File: src/rtl/updi_link.sv
// UPDI link-layer sequencer: sends SYNC ahead of each command frame, checks the
// single-wire echo of every byte, then collects the expected response bytes.
module updi_link #(
    parameter logic [7:0]  SYNC_BYTE      = 8'h55,
    parameter int unsigned TIMEOUT_CYCLES = 4096,
    parameter int unsigned RSP_W          = 4
) (
    input  logic             clk,
    input  logic             rst,
    input  logic [7:0]       tx_data,
    input  logic             tx_valid,
    input  logic             tx_last,
    input  logic [RSP_W-1:0] rsp_count,
    output logic             tx_ready,
    output logic [7:0]       rsp_data,
    output logic             rsp_valid,
    output logic             done,
    output logic             err_echo,
    output logic             err_rx,
    output logic             err_timeout,
    output logic [7:0]       uart_tx_data,
    output logic             uart_transmit_start,
    input  logic             uart_transmit_ready,
    input  logic [7:0]       uart_rx_data,
    input  logic             uart_rx_data_valid,
    input  logic             uart_rx_error
);

    localparam int unsigned   TMR_W    = (TIMEOUT_CYCLES > 1) ? $clog2(TIMEOUT_CYCLES) : 1;
    localparam logic [TMR_W-1:0] TMR_LAST = TMR_W'(TIMEOUT_CYCLES - 1);

    typedef enum logic [2:0] {
        S_IDLE, S_SYNC, S_LOAD, S_ECHO, S_RECV, S_DRAIN, S_FIN
    } state_e;

    state_e           state_q, state_d;
    logic [7:0]       expected_q, expected_d;
    logic             last_q, last_d;
    logic [RSP_W-1:0] remain_q, remain_d;
    logic [TMR_W-1:0] tmr_q, tmr_d;
    logic             err_echo_q, err_echo_d;
    logic             err_rx_q, err_rx_d;
    logic             err_timeout_q, err_timeout_d;
    logic [7:0]       rsp_data_q, rsp_data_d;
    logic             rsp_valid_q, rsp_valid_d;
    logic [7:0]       txd_q;
    logic             rx_valid_q;

    logic   rx_event;
    logic   timeout;
    logic   can_send;
    state_e fail_next;

    assign rx_event  = uart_rx_data_valid & ~rx_valid_q;
    assign timeout   = (tmr_q == TMR_LAST);
    // A start pulse must never escape during the reset cycle itself.
    assign can_send  = uart_transmit_ready & ~rst;
    // When the failing byte already closed the frame there is nothing left to drain.
    assign fail_next = last_q ? S_FIN : S_DRAIN;

    // NOTE: every output and next-state value gets a default first so no path infers a latch.
    always_comb begin
        state_d             = state_q;
        expected_d          = expected_q;
        last_d              = last_q;
        remain_d            = remain_q;
        tmr_d               = '0;
        err_echo_d          = err_echo_q;
        err_rx_d            = err_rx_q;
        err_timeout_d       = err_timeout_q;
        rsp_data_d          = rsp_data_q;
        rsp_valid_d         = 1'b0;
        tx_ready            = 1'b0;
        uart_transmit_start = 1'b0;
        uart_tx_data        = txd_q;
        done                = 1'b0;

        case (state_q)
            S_IDLE: begin
                if (tx_valid) begin
                    remain_d      = rsp_count;
                    err_echo_d    = 1'b0;
                    err_rx_d      = 1'b0;
                    err_timeout_d = 1'b0;
                    state_d       = S_SYNC;
                end
            end
            S_SYNC: begin
                if (can_send) begin
                    uart_tx_data        = SYNC_BYTE;
                    uart_transmit_start = 1'b1;
                    expected_d          = SYNC_BYTE;
                    last_d              = 1'b0;
                    state_d             = S_ECHO;
                end
            end
            S_LOAD: begin
                tx_ready = can_send;
                if (tx_valid && can_send) begin
                    uart_tx_data        = tx_data;
                    uart_transmit_start = 1'b1;
                    expected_d          = tx_data;
                    last_d              = tx_last;
                    state_d             = S_ECHO;
                end
            end
            S_ECHO: begin
                if (rx_event) begin
                    if (uart_rx_error) begin
                        err_rx_d = 1'b1;
                        state_d  = fail_next;
                    end else if (uart_rx_data != expected_q) begin
                        err_echo_d = 1'b1;
                        state_d    = fail_next;
                    end else if (!last_q) begin
                        state_d = S_LOAD;
                    end else if (remain_q == '0) begin
                        state_d = S_FIN;
                    end else begin
                        state_d = S_RECV;
                    end
                end else if (timeout) begin
                    err_timeout_d = 1'b1;
                    state_d       = fail_next;
                end else begin
                    tmr_d = tmr_q + TMR_W'(1);
                end
            end
            S_RECV: begin
                if (rx_event) begin
                    if (uart_rx_error) begin
                        err_rx_d = 1'b1;
                        state_d  = S_FIN;
                    end else begin
                        rsp_data_d  = uart_rx_data;
                        rsp_valid_d = 1'b1;
                        remain_d    = remain_q - RSP_W'(1);
                        if (remain_q == RSP_W'(1)) state_d = S_FIN;
                    end
                end else if (timeout) begin
                    err_timeout_d = 1'b1;
                    state_d       = S_FIN;
                end else begin
                    tmr_d = tmr_q + TMR_W'(1);
                end
            end
            S_DRAIN: begin
                tx_ready = 1'b1;
                if (tx_valid && tx_last) state_d = S_FIN;
            end
            S_FIN: begin
                done    = 1'b1;
                state_d = S_IDLE;
            end
            default: state_d = S_IDLE;
        endcase
    end

    // NOTE: state registers use non-blocking assignments so every flop samples pre-edge values.
    always_ff @(posedge clk) begin
        if (rst) begin
            state_q       <= S_IDLE;
            expected_q    <= '0;
            last_q        <= 1'b0;
            remain_q      <= '0;
            tmr_q         <= '0;
            err_echo_q    <= 1'b0;
            err_rx_q      <= 1'b0;
            err_timeout_q <= 1'b0;
            rsp_data_q    <= '0;
            rsp_valid_q   <= 1'b0;
            txd_q         <= '0;
            rx_valid_q    <= 1'b0;
        end else begin
            state_q       <= state_d;
            expected_q    <= expected_d;
            last_q        <= last_d;
            remain_q      <= remain_d;
            tmr_q         <= tmr_d;
            err_echo_q    <= err_echo_d;
            err_rx_q      <= err_rx_d;
            err_timeout_q <= err_timeout_d;
            rsp_data_q    <= rsp_data_d;
            rsp_valid_q   <= rsp_valid_d;
            txd_q         <= uart_tx_data;
            rx_valid_q    <= uart_rx_data_valid;
        end
    end

    assign rsp_data    = rsp_data_q;
    assign rsp_valid   = rsp_valid_q;
    assign err_echo    = err_echo_q;
    assign err_rx      = err_rx_q;
    assign err_timeout = err_timeout_q;

endmodule

File: config.mk
export PLATFORM = sky130hd
export DESIGN_NAME = updi_link
export DESIGN_NICKNAME = d
export VERILOG_FILES = /design/src/rtl/updi_link.sv
export SDC_FILE = /design/constraint.sdc
export NUM_CORES = 1
export LEC_CHECK = 0
export BUFFER_PORTS_ARGS = -buffer_cell sky130_fd_sc_hd__buf_4
export CAP_MARGIN = 0
export CORE_ASPECT_RATIO = 1.5
export CORE_UTILIZATION = 45
export CTS_CLUSTER_SIZE = 40
export DETAILED_ROUTE_END_ITERATION = 12
export GPL_TIMING_DRIVEN = 0
export PLACE_DENSITY_LB_ADDON = 0.15
export RECOVER_POWER = 100
export SETUP_SLACK_MARGIN = 0.05
export SLEW_MARGIN = 5
export SYNTH_ARGS = -nofsm -noshare
export SYNTH_HDL_FRONTEND = slang
export SYNTH_SLANG_ARGS = --single-unit
File: constraint.sdc
create_clock -name clk -period 1.6 [get_ports clk]
set_input_delay 0.24 -clock clk [delete_from_list [all_inputs] [get_ports clk]]
set_output_delay 0.24 -clock clk [all_outputs]
set_load 0.01 [all_outputs]
==> results.json <==
{
  "outcome": "finished with violations",
  "failed_checks": "setup timing",
  "cts-buffers-inserted": 5,
  "yosys-top-cells-area": "dfxtp_1, nand2_1, xor2_1",
  "grt_use_met1_pct": 26.6,
  "r2r_end": "state_q[1]",
  "grt_pass1_wl_um": 10000,
  "diodes": 0,
  "setup_viol": 28,
  "grt_pass1_vias": 2207,
  "syn_nets": 299,
  "r2r_cells": 11,
  "worst_setup_path_end_kind": "primary output",
  "place_congestion": 0.869,
  "post-route-worst-setup-slack_ns": -0.359,
  "detail_route.wl_per_cell_um": 16.0,
  "wirelength_um": 6960,
  "skew_ns": 0.00513,
  "ant_nets": 0,
  "peakVddDrop_v": 0.000713,
  "layout.nets": 399,
  "synth_edf_count": 0,
  "multi_input_area_um2": 1490,
  "fp.dieArea_um2": 5410,
  "synthToLayoutAreaGrowth_pct": 53.2,
  "start_kind": "flip-flop",
  "synth-seq-cells": 49,
  "drt_iter0_drc": 124,
  "avgSynthCellArea_um2": 8.55,
  "rows": 31,
  "maxSlewViolCount": 0,
  "cts_tree": "built",
  "crit_path_frequent_cell": "buf_6",
  "relSlewSlack_pct": 62.8,
  "post-route-min-period_ns": 1.96,
  "cts_max_level": 2,
  "crit_path_start": "state_q[1]",
  "insertion_delay_ns": 0.30,
  "ctsHoldBuffers": 0,
  "ctsRootBufferMaster": "clkbuf_8",
  "slowest_stage": "dfxtp_2",
  "syn_inst": 269,
  "place.port_buffers": 48,
  "die_h_um": 89.6,
  "ctsLongestPathBuffers": 2,
  "finalCritPeriodShare_pct": 122,
  "rsz0062_at_grt": "true",
  "drc": 0,
  "min_path_type": "in -> reg",
  "ys.flop_type": "dfxtp_1",
  "crit_fanout": 5,
  "arrival_ns": 1.72,
  "top_usage_layer": "met2",
  "grt.overflow.total": 0,
  "path_clk_slew_ns": 0.09,
  "antenna_found_initial": 0,
  "grt.met2_usage_pct": 45.7,
  "start_util_pct": 47.1,
  "synth_top_area_share_pct": 42.7,
  "max-cap-violations": 0,
  "route.vias.total": 2341,
  "worstSetupEndpoint": "uart_tx_data[4]",
  "drive_gt1_share_pct": 41.2,
  "path_cells": "buf_6, clkinvlp_4, nor3_4, nand3_4, mux2i_2, nand2_1, buf_6",
  "core_um2": 4890,
  "fmax_mhz": 511,
  "fillers": 392,
  "ios": 50,
  "powerDensity_nw_per_um2": 1120,
  "reg2reg_slack_ns": -0.33,
  "timing.rr.start": "state_q[1]",
  "hold_violations": 0,
  "post-route-util_pct": 72.1,
  "first_pass_iters": 4,
  "syn_area_um2": 2300,
  "place_ws_ns": -0.322,
  "die_x_um": 60.4,
  "tightest_slew_ns": 0.559,
  "setup.worst_path.class": "reg -> out",
  "cts.sinks": 49,
  "required_ns": 1.36,
  "via_per_inst": 5.38,
  "hpwl_um": 3940,
  "ys_seq_area_share_pct": 42.7,
  "grt_max_degree": 15,
  "grt.met3_usage_pct": 3.62,
  "seq_area_um2": 993,
  "leakagePower_nw": 1.41,
  "max_stage_delay_ns": 0.35,
  "async_reset_ff_share_pct": 0,
  "ys_warn_count": 0,
  "synth.distinct_cells": 48,
  "yosys.area.top_type": "dfxtp_1",
  "grtUsageTotal_pct": 24.8
}
==> cell families after synthesis <==
logic type      share of synthesized area (%)
flops                                    42.7
simple gates                             24.4
mux                                      1.74
compound gates                           18.3
xor+xnor                                 6.86
buf+inv                                  4.46
fa+ha+maj                                1.63
==> cell usage in the layout (no fill, tap or decap), types with 3 or more instances in the layout <==
master	synthesis	routed
buf_6	2	19
o22ai_1	4	3
buf_4	1	65
a22o_1	5	5
inv_1	8	7
nor2b_4	0	3
a21oi_1	21	18
nor2_4	0	6
nor3_1	4	3
xor2_1	14	14
nand2_2	0	3
nand2b_1	4	3
a21oi_2	0	3
o21ai_0	6	3
dfxtp_1	49	43
xnor2_1	4	4
nor2_2	0	4
clkbuf_8	0	6
clkbuf_1	9	18
a22oi_1	6	6
nor2b_1	10	7
dfxtp_2	0	4
a31oi_1	3	3
nor2_1	30	20
nand3b_1	3	3
nand2_1	35	31
nand3_1	7	6
==> power breakdown <==
| group | leakage [nW] | internal [mW] | switching, mW |
|---|---|---|---|
| clock network | 0.0412 | 0.304 | 0.412 |
| registers | 0.400 | 1.32 | 0.0781 |
| logic | 0.965 | 0.934 | 0.882 |
==> metrics by stage <==
stage / TNS [ns] / power (mW) / std cells / cell area (µm²) / hold slack [ns]
after global routing: -6.91 / 4.12 / 435 / 3520 / 0.187
after CTS: -4.31 / 3.60 / 423 / 3330 / 0.172
after detailed placement: -9.23 / 2.34 / 383 / 2800 / 0.453
after global placement: -8.84 / 2.32 / 383 / 2800 / 0.445
after floorplan: -0.360 / 2.06 / 269 / 2360 / 0.368
final: -5.20 / 3.93 / 435 / 3520 / 0.187
==> cell usage after synthesis, types with 4 or more instances <==
| master | count |
|---|---|
| a22o_1 | 5 |
| o21ai_0 | 6 |
| inv_1 | 8 |
| nor2b_1 | 10 |
| clkbuf_1 | 9 |
| xor2_1 | 14 |
| nand3_1 | 7 |
| o22ai_1 | 4 |
| nand2_1 | 35 |
| nor2_1 | 30 |
| nor3_1 | 4 |
| nand2b_1 | 4 |
| mux2i_1 | 4 |
| xnor2_1 | 4 |
| a22oi_1 | 6 |
| dfxtp_1 | 49 |
| a21oi_1 | 21 |
==> how the worst min path moves through the flow <==
| stage | start | to | slack [ns] | cells after the start |
|---|---|---|---|---|
| global placement | tmr_q[0] | tmr_q[0] | 0.45 | 1 |
| CTS | uart_rx_data_valid | rx_valid_q | 0.17 | 2 |
| global route | uart_rx_data[4] | rsp_data[4] | 0.19 | 3 |
| finish | uart_rx_data_valid | rx_valid_q | 0.19 | 2 |
| detailed placement | rsp_data[3] | rsp_data[3] | 0.45 | 2 |
| floorplan | uart_rx_data_valid | rx_valid_q | 0.37 | 1 |
==> worst max-delay path: cells and delay by family, from the launching register on <==
kind	cells	cell delay [ns]
buffers and inverters	3	0.38
and+or+nand+nor	3	0.45
muxes	1	0.24
DFF	1	0.35
==> per-layer routing <==
metal  vias up  share of wire (%)  wire [µm]
met2        80                 55       3830
met5         -                  0          0
li1       1138                  -          -
met4         0                2.4        170
met1      1109                 39       2690
met3        14                3.9        270
==> state kept, by name (all words and copies together), names as in the netlist <==
register,cells
rsp_valid,1
rsp_data,8
err_timeout,1
remain_q,4
err_echo,1
err_rx,1
tmr_q,12
txd_q,8
rx_valid_q,1
state_q,3
last_q,1
expected_q,8
==> area by class of cell <==
cell class                 instances  share of cell area, %
multi-input combinational        198                   42.2
sequential                        49                   28.2
timing repair buffer              97                   21.6
tap                               66                   2.34
buffer                             9                   2.27
clock buffer                       6                   2.06
inverter                           9                   1.14
clock inverter                     1                  0.249
==> what timing repair did <==
| item | CTS | global route |
|---|---|---|
| gates resized for setup | 56 | 42 |
| endpoints found under the setup margin | 56 | 48 |
| setup buffers | 34 | 19 |
| cloned | 2 | 0 |
| pin swaps | 10 | 18 |
(Power assumes the default switching activity.)
